<file path="src/rtl/freq_cnt_pkg.sv">
// rtl/freq_cnt_pkg.sv - shared constants and types for the frequency counter BCD datapath
package freq_cnt_pkg;

    localparam int BCD_DIGITS = 6;
    localparam int BCD_MAX    = 999999;
    localparam int BCD_W      = 4 * BCD_DIGITS;

    // All-nines pattern shown when the count does not fit in six digits
    localparam logic [BCD_W-1:0] BCD_SAT = {BCD_DIGITS{4'd9}};

    typedef logic [3:0] bcd_digit_t;

    typedef enum logic [1:0] {
        ST_IDLE  = 2'd0,
        ST_SHIFT = 2'd1,
        ST_DONE  = 2'd2
    } state_t;

endpackage

</file>
<file path="src/rtl/bcd_add3_adj.sv">
// rtl/bcd_add3_adj.sv - double-dabble correction: add 3 to every digit >= 5
// bcd_in  : packed BCD accumulator, digit 0 in bits [3:0]
// bcd_out : corrected accumulator, ready to be shifted left by one
module bcd_add3_adj
    import freq_cnt_pkg::*;
(
    input  logic [BCD_W-1:0] bcd_in,
    output logic [BCD_W-1:0] bcd_out
);

    for (genvar i = 0; i < BCD_DIGITS; i++) begin : g_digit
        bcd_digit_t digit;
        assign digit = bcd_in[4*i +: 4];
        // Digits entering here are 0..9, so the sum never exceeds 12
        assign bcd_out[4*i +: 4] = (digit >= 4'd5) ? digit + 4'd3 : digit;
    end

endmodule

</file>
<file path="src/rtl/bin_to_bcd_seq.sv">
// rtl/bin_to_bcd_seq.sv - sequential binary to six-digit BCD converter, one bit per clock
// clk, rst_n       : clock, asynchronous active-low reset
// start, bin_in    : request and value, sampled when idle or in the done cycle
// *_out digits     : registered result, updated only when done rises
// overflow         : last result saturated to 999999
// busy, done       : conversion in progress / one-cycle completion pulse
module bin_to_bcd_seq #(
    parameter int BIN_W   = 20,
    parameter int BCD_MAX = 999999
) (
    input  logic             clk,
    input  logic             rst_n,
    input  logic             start,
    input  logic [BIN_W-1:0] bin_in,
    output logic [3:0]       hundred_thousands_out,
    output logic [3:0]       ten_thousands_out,
    output logic [3:0]       thousands_out,
    output logic [3:0]       hundreds_out,
    output logic [3:0]       tens_out,
    output logic [3:0]       units_out,
    output logic             overflow,
    output logic             busy,
    output logic             done
);

    import freq_cnt_pkg::BCD_W;
    import freq_cnt_pkg::BCD_SAT;
    import freq_cnt_pkg::state_t;
    import freq_cnt_pkg::ST_IDLE;
    import freq_cnt_pkg::ST_SHIFT;
    import freq_cnt_pkg::ST_DONE;

    localparam int         CNT_W   = $clog2(BIN_W + 1);
    localparam logic [32:0] MAX_EXT = 33'(BCD_MAX);

    state_t             state, state_nxt;
    logic [BIN_W-1:0]   shreg;
    logic [BCD_W-1:0]   acc, acc_adj, acc_nxt;
    logic [CNT_W-1:0]   cnt;
    logic               ovf_pend;
    logic [BCD_W-1:0]   res;
    logic               res_ovf;
    logic               accept;
    logic               last_shift;

    // A new request is taken when idle, and also in the done cycle so
    // back-to-back conversions need no idle bubble
    assign accept     = start && (state == ST_IDLE || state == ST_DONE);
    assign last_shift = (state == ST_SHIFT) && (cnt == CNT_W'(BIN_W - 1));

    bcd_add3_adj u_adj (
        .bcd_in  (acc),
        .bcd_out (acc_adj)
    );

    // Shift {accumulator, shreg} left; anything pushed above the six digits
    // is dropped (only reachable for values that saturate anyway)
    assign acc_nxt = BCD_W'({acc_adj, shreg[BIN_W-1]});

    always_ff @(posedge clk or negedge rst_n) begin
        if (!rst_n) begin
            state <= ST_IDLE;
        end else begin
            state <= state_nxt;
        end
    end

    always_comb begin
        state_nxt = state;
        case (state)
            ST_IDLE:  if (start) state_nxt = ST_SHIFT;
            ST_SHIFT: if (last_shift) state_nxt = ST_DONE;
            ST_DONE:  state_nxt = start ? ST_SHIFT : ST_IDLE;
            default:  state_nxt = ST_IDLE;
        endcase
    end

    always_ff @(posedge clk or negedge rst_n) begin
        if (!rst_n) begin
            shreg    <= '0;
            acc      <= '0;
            cnt      <= '0;
            ovf_pend <= 1'b0;
            res      <= '0;
            res_ovf  <= 1'b0;
        end else if (accept) begin
            shreg    <= bin_in;
            acc      <= '0;
            cnt      <= '0;
            ovf_pend <= (33'(bin_in) > MAX_EXT);
        end else if (state == ST_SHIFT) begin
            shreg <= BIN_W'({shreg, 1'b0});
            acc   <= acc_nxt;
            cnt   <= cnt + CNT_W'(1);
            if (last_shift) begin
                res     <= ovf_pend ? BCD_SAT : acc_nxt;
                res_ovf <= ovf_pend;
            end
        end
    end

    assign hundred_thousands_out = res[23:20];
    assign ten_thousands_out     = res[19:16];
    assign thousands_out         = res[15:12];
    assign hundreds_out          = res[11:8];
    assign tens_out              = res[7:4];
    assign units_out             = res[3:0];
    assign overflow              = res_ovf;
    assign busy                  = (state == ST_SHIFT);
    assign done                  = (state == ST_DONE);

endmodule

</file>
<file path="config.mk">
export PLATFORM = sky130hd
export DESIGN_NAME = bin_to_bcd_seq
export DESIGN_NICKNAME = d
export VERILOG_FILES = /design/src/rtl/freq_cnt_pkg.sv /design/src/rtl/bcd_add3_adj.sv /design/src/rtl/bin_to_bcd_seq.sv
export SDC_FILE = /design/constraint.sdc
export NUM_CORES = 1
export LEC_CHECK = 0
export ABC_AREA = 1
export ABC_CLOCK_PERIOD_IN_PS = 1700
export CORE_AREA = 2 2 108 110
export DETAILED_ROUTE_END_ITERATION = 8
export DIE_AREA = 0 0 110 112
export PLACE_DENSITY = 0.65
export SYNTH_ARGS = -nofsm -noshare
export SYNTH_HDL_FRONTEND = slang
export SYNTH_SLANG_ARGS = --single-unit
</file>
<file path="constraint.sdc">
create_clock -name clk -period 1.7 [get_ports clk]
set_input_delay 0.255 -clock clk [delete_from_list [all_inputs] [get_ports clk]]
set_output_delay 0.255 -clock clk [all_outputs]
set_load 0.01 [all_outputs]
</file>
==> flow_summary.ini <==
[outcome]
status = finished, final reports clean

[synth]
synth_top_area_share_pct = 50.2
synthMuxAreaShare_pct = 0
synth.cell_area_mm2 = 0.00384
synth.distinct_cells = 24
synth_top_family_by_area = simple AND/OR/NAND/NOR gates
synth_compound_area_share_pct = 11.0
synthTopCellsByArea = dfrtp_1 50%, nand2_1 16%, inv_1 7.0%
ys.warnings.count = 0
synth.avg_cell_area_um2 = 8.00
synth-main-ff-cell = dfrtp_1
synthXorXnorAreaFrac_pct = 0.228
yosysMostFrequentCell = nand2_1
synth_cells = 480
async_reset_ff_share_pct = 100
syn-num-nets = 516
synth_top_area_cell = dfrtp_1
ys_seq_area_share_pct = 50.2
synth_simple_gate_area_share_pct = 24.6
synthTopCellsByCount = 163 x nand2_1, 77 x dfrtp_1, 72 x inv_1, 42 x o21ai_0, 29 x nor2_1
synth_edf_count = 0
ys_ff_latch = 77
synthAdderAreaFrac_pct = 4.23

[route]
drc = 0
vias_per_cell = 4.76
dr.pass1.iters = 4
wl_per_cell_um = 13.3
num_vias = 3272
drt-total-wl_mm = 9.15
postRouteAntennaNets = 0
drt_iter0_drc = 160

[timing]
tightest_slew_ns = 0.371
min_period_over_period_pct = 90.7
fin_tns_setup_ns = 0
period_minus_slack_ns = 1.54
rsz0062_at_grt = no
slew_violations = 0
hold_viol_final = 0
slew_headroom_pct = 75.0
fmax_mhz = 648
setup_violations = 0
finalClockSkew_ns = 0.00709

[worst_setup_path]
r2r_slack_ns = 0.16
cpMostUsedCell = nand2_1
max_stage_delay_ns = 0.38
critPathKind = flop to flop
cp_max_fo = 12
timing.rr.end = res[2]
cp-end-kind = flop
rr_worst_depth = 7
cp_cell_sequence = ha_1, nand2_2, nor3_4, nand3_4, inv_2, nand2_1, nand2_1
r2r_start = cnt[0]
crit_slowest_cell = dfrtp_1
critPathRequiredTime_ns = 1.97
critPathLaunchType = flop
path_delay_family = simple AND/OR/NAND/NOR gates
arrival_ns = 1.81
cp.buffers_inverters = 1

[global_route]
grt_pass1_wl_mm = 15.5
track_usage_pct = 16.2
antenna_found_initial = 0
grt_max_degree = 41
grt_pass1_vias = 3306
overflow = 0

[floorplanning]
core_mm2 = 0.0112
die-area_mm2 = 0.0123
initial_utilization_pct = 34.4
rows = 39
dieWidth_um = 110
ios = 50
die_h_um = 112

[clocking]
root_buffer = clkbuf_16
cts_buffers = 9
cts_tree = built
cts_buffer_depth = 2
clock-sinks = 77
clk_latency_ns = 0.33
htreeDepth = 3
path_clk_slew_ns = 0.06

[layout]
synthToLayoutAreaGrowth_pct = 25.7
diodes = 0
fin_nets = 578
fin_util_pct = 43.2
drive_gt1_share_pct = 7.17

[power_and_ir_drop]
power_mw = 9.20
p_leak_nw = 2.47
ir_drop_mv = 0.868
p_per_area_mw_per_mm2 = 1910

[place]
io_buffers = 49
gp_congestion = 0.812
hpwl_mm = 6.56

[worst_hold_path]
worstHoldPathType = input port to asynchronous set/reset pin

[job]
drv_cap = 0
==> power by group <==
part	switching, mW	internal, mW	leakage [nW]
combinational	2.45	1.72	1.39
sequential	0.516	2.70	0.952
clock	0.707	1.11	0.134
==> layout make-up <==
cell class / instances / area, µm²
clock buffer: 9 / 225
clock inverter: 4 / 51.3
fill: 1102 / 6350
inverter: 75 / 282
multi-input combinational: 314 / 1540
sequential: 77 / 1930
tap: 143 / 179
timing repair buffer: 65 / 624
==> placed cells by master (no fill, tap or decap) <==
| master | instances |
|---|---|
| clkdlybuf4s50_1 | 46 |
| o221ai_1 | 14 |
| dlygate4sd3_1 | 1 |
| nor2_2 | 1 |
| inv_1 | 72 |
| nand3_1 | 22 |
| nor3_1 | 2 |
| bufinv_16 | 1 |
| inv_2 | 3 |
| nand3_4 | 1 |
| clkinv_2 | 1 |
| or2_2 | 1 |
| o22ai_1 | 1 |
| buf_4 | 15 |
| o211ai_1 | 5 |
| nor2_1 | 29 |
| nand4_1 | 6 |
| o21a_1 | 1 |
| xnor2_1 | 1 |
| a21oi_1 | 8 |
| clkinvlp_4 | 1 |
| nor3_4 | 1 |
| dlygate4sd2_1 | 1 |
| nand2_2 | 3 |
| ha_1 | 13 |
| buf_12 | 1 |
| dfrtp_1 | 77 |
| dlymetal6s2s_1 | 1 |
| inv_6 | 1 |
| clkbuf_16 | 9 |
| o21ai_0 | 42 |
| nand2_1 | 163 |
==> kinds of logic (layout without fill, tap and decap cells) <==
kind of cell / count (synthesis) / in the layout
and+or+nand+nor: 229 / 229
adders and majority gates: 13 / 13
DFF: 77 / 77
AOI/OAI and AO/OA: 71 / 71
xor gates and xnor gates: 1 / 1
buffers and inverters: 89 / 153
==> worst max-delay path by stage <==
stage / start / depth (start not counted) / slack, ns / endpoint
6_report: cnt[0] / 7 / 0.16 / res[2]
5_1_grt: acc[20] / 8 / 0.02 / res[22]
4_1_cts: state[0] / 2 / 0.03 / done
3_5_place_dp: state[0] / 6 / 0.13 / shreg[15]
3_3_place_gp: start / 5 / 0.14 / shreg[19]
2_1_floorplan: cnt[0] / 8 / 0.31 / res[10]
==> worst register-to-register path: stages (launching register included) <==
cell	delay, ns
dfrtp_1	0.38
ha_1	0.25
nand2_2	0.08
nor3_4	0.21
nand3_4	0.15
inv_2	0.23
nand2_1	0.10
nand2_1	0.07
==> metrics by stage <==
step / hold slack, ns / area (µm²) / cells / setup slack (ns)
after floorplan: -0.0406 / 3840 / 480 / 0.305
after global placement: 0.185 / 4530 / 672 / 0.143
after detailed placement: 0.193 / 4530 / 672 / 0.127
after CTS: 0.382 / 4820 / 687 / 0.0286
after global routing: 0.400 / 4830 / 687 / 0.0174
final: 0.370 / 4830 / 687 / 0.158
==> state kept, by name, indices dropped and copies added (netlist names) <==
signal and flops:
acc 24, overflow 1, state 2, shreg 20
ovf_pend 1, res 24, cnt 5
==> timing repair <==
action	CTS	global route
buffers inserted	1	0
hold buffers	1	0
endpoints found under the hold margin	21	0
gates resized for setup	1	1
setup endpoints to repair	2	1
==> layer usage <==
metal,vias to the layer above,routed length [µm],GRT usage (%),share of wire [%]
met5,-,0,0,0
met4,0,206,5.40,2.3
met3,17,603,4.68,6.6
met2,98,4360,27.2,48
met1,1521,3990,19.7,44
li1,1636,-,-,-
Power figures use the tool's default switching activity.
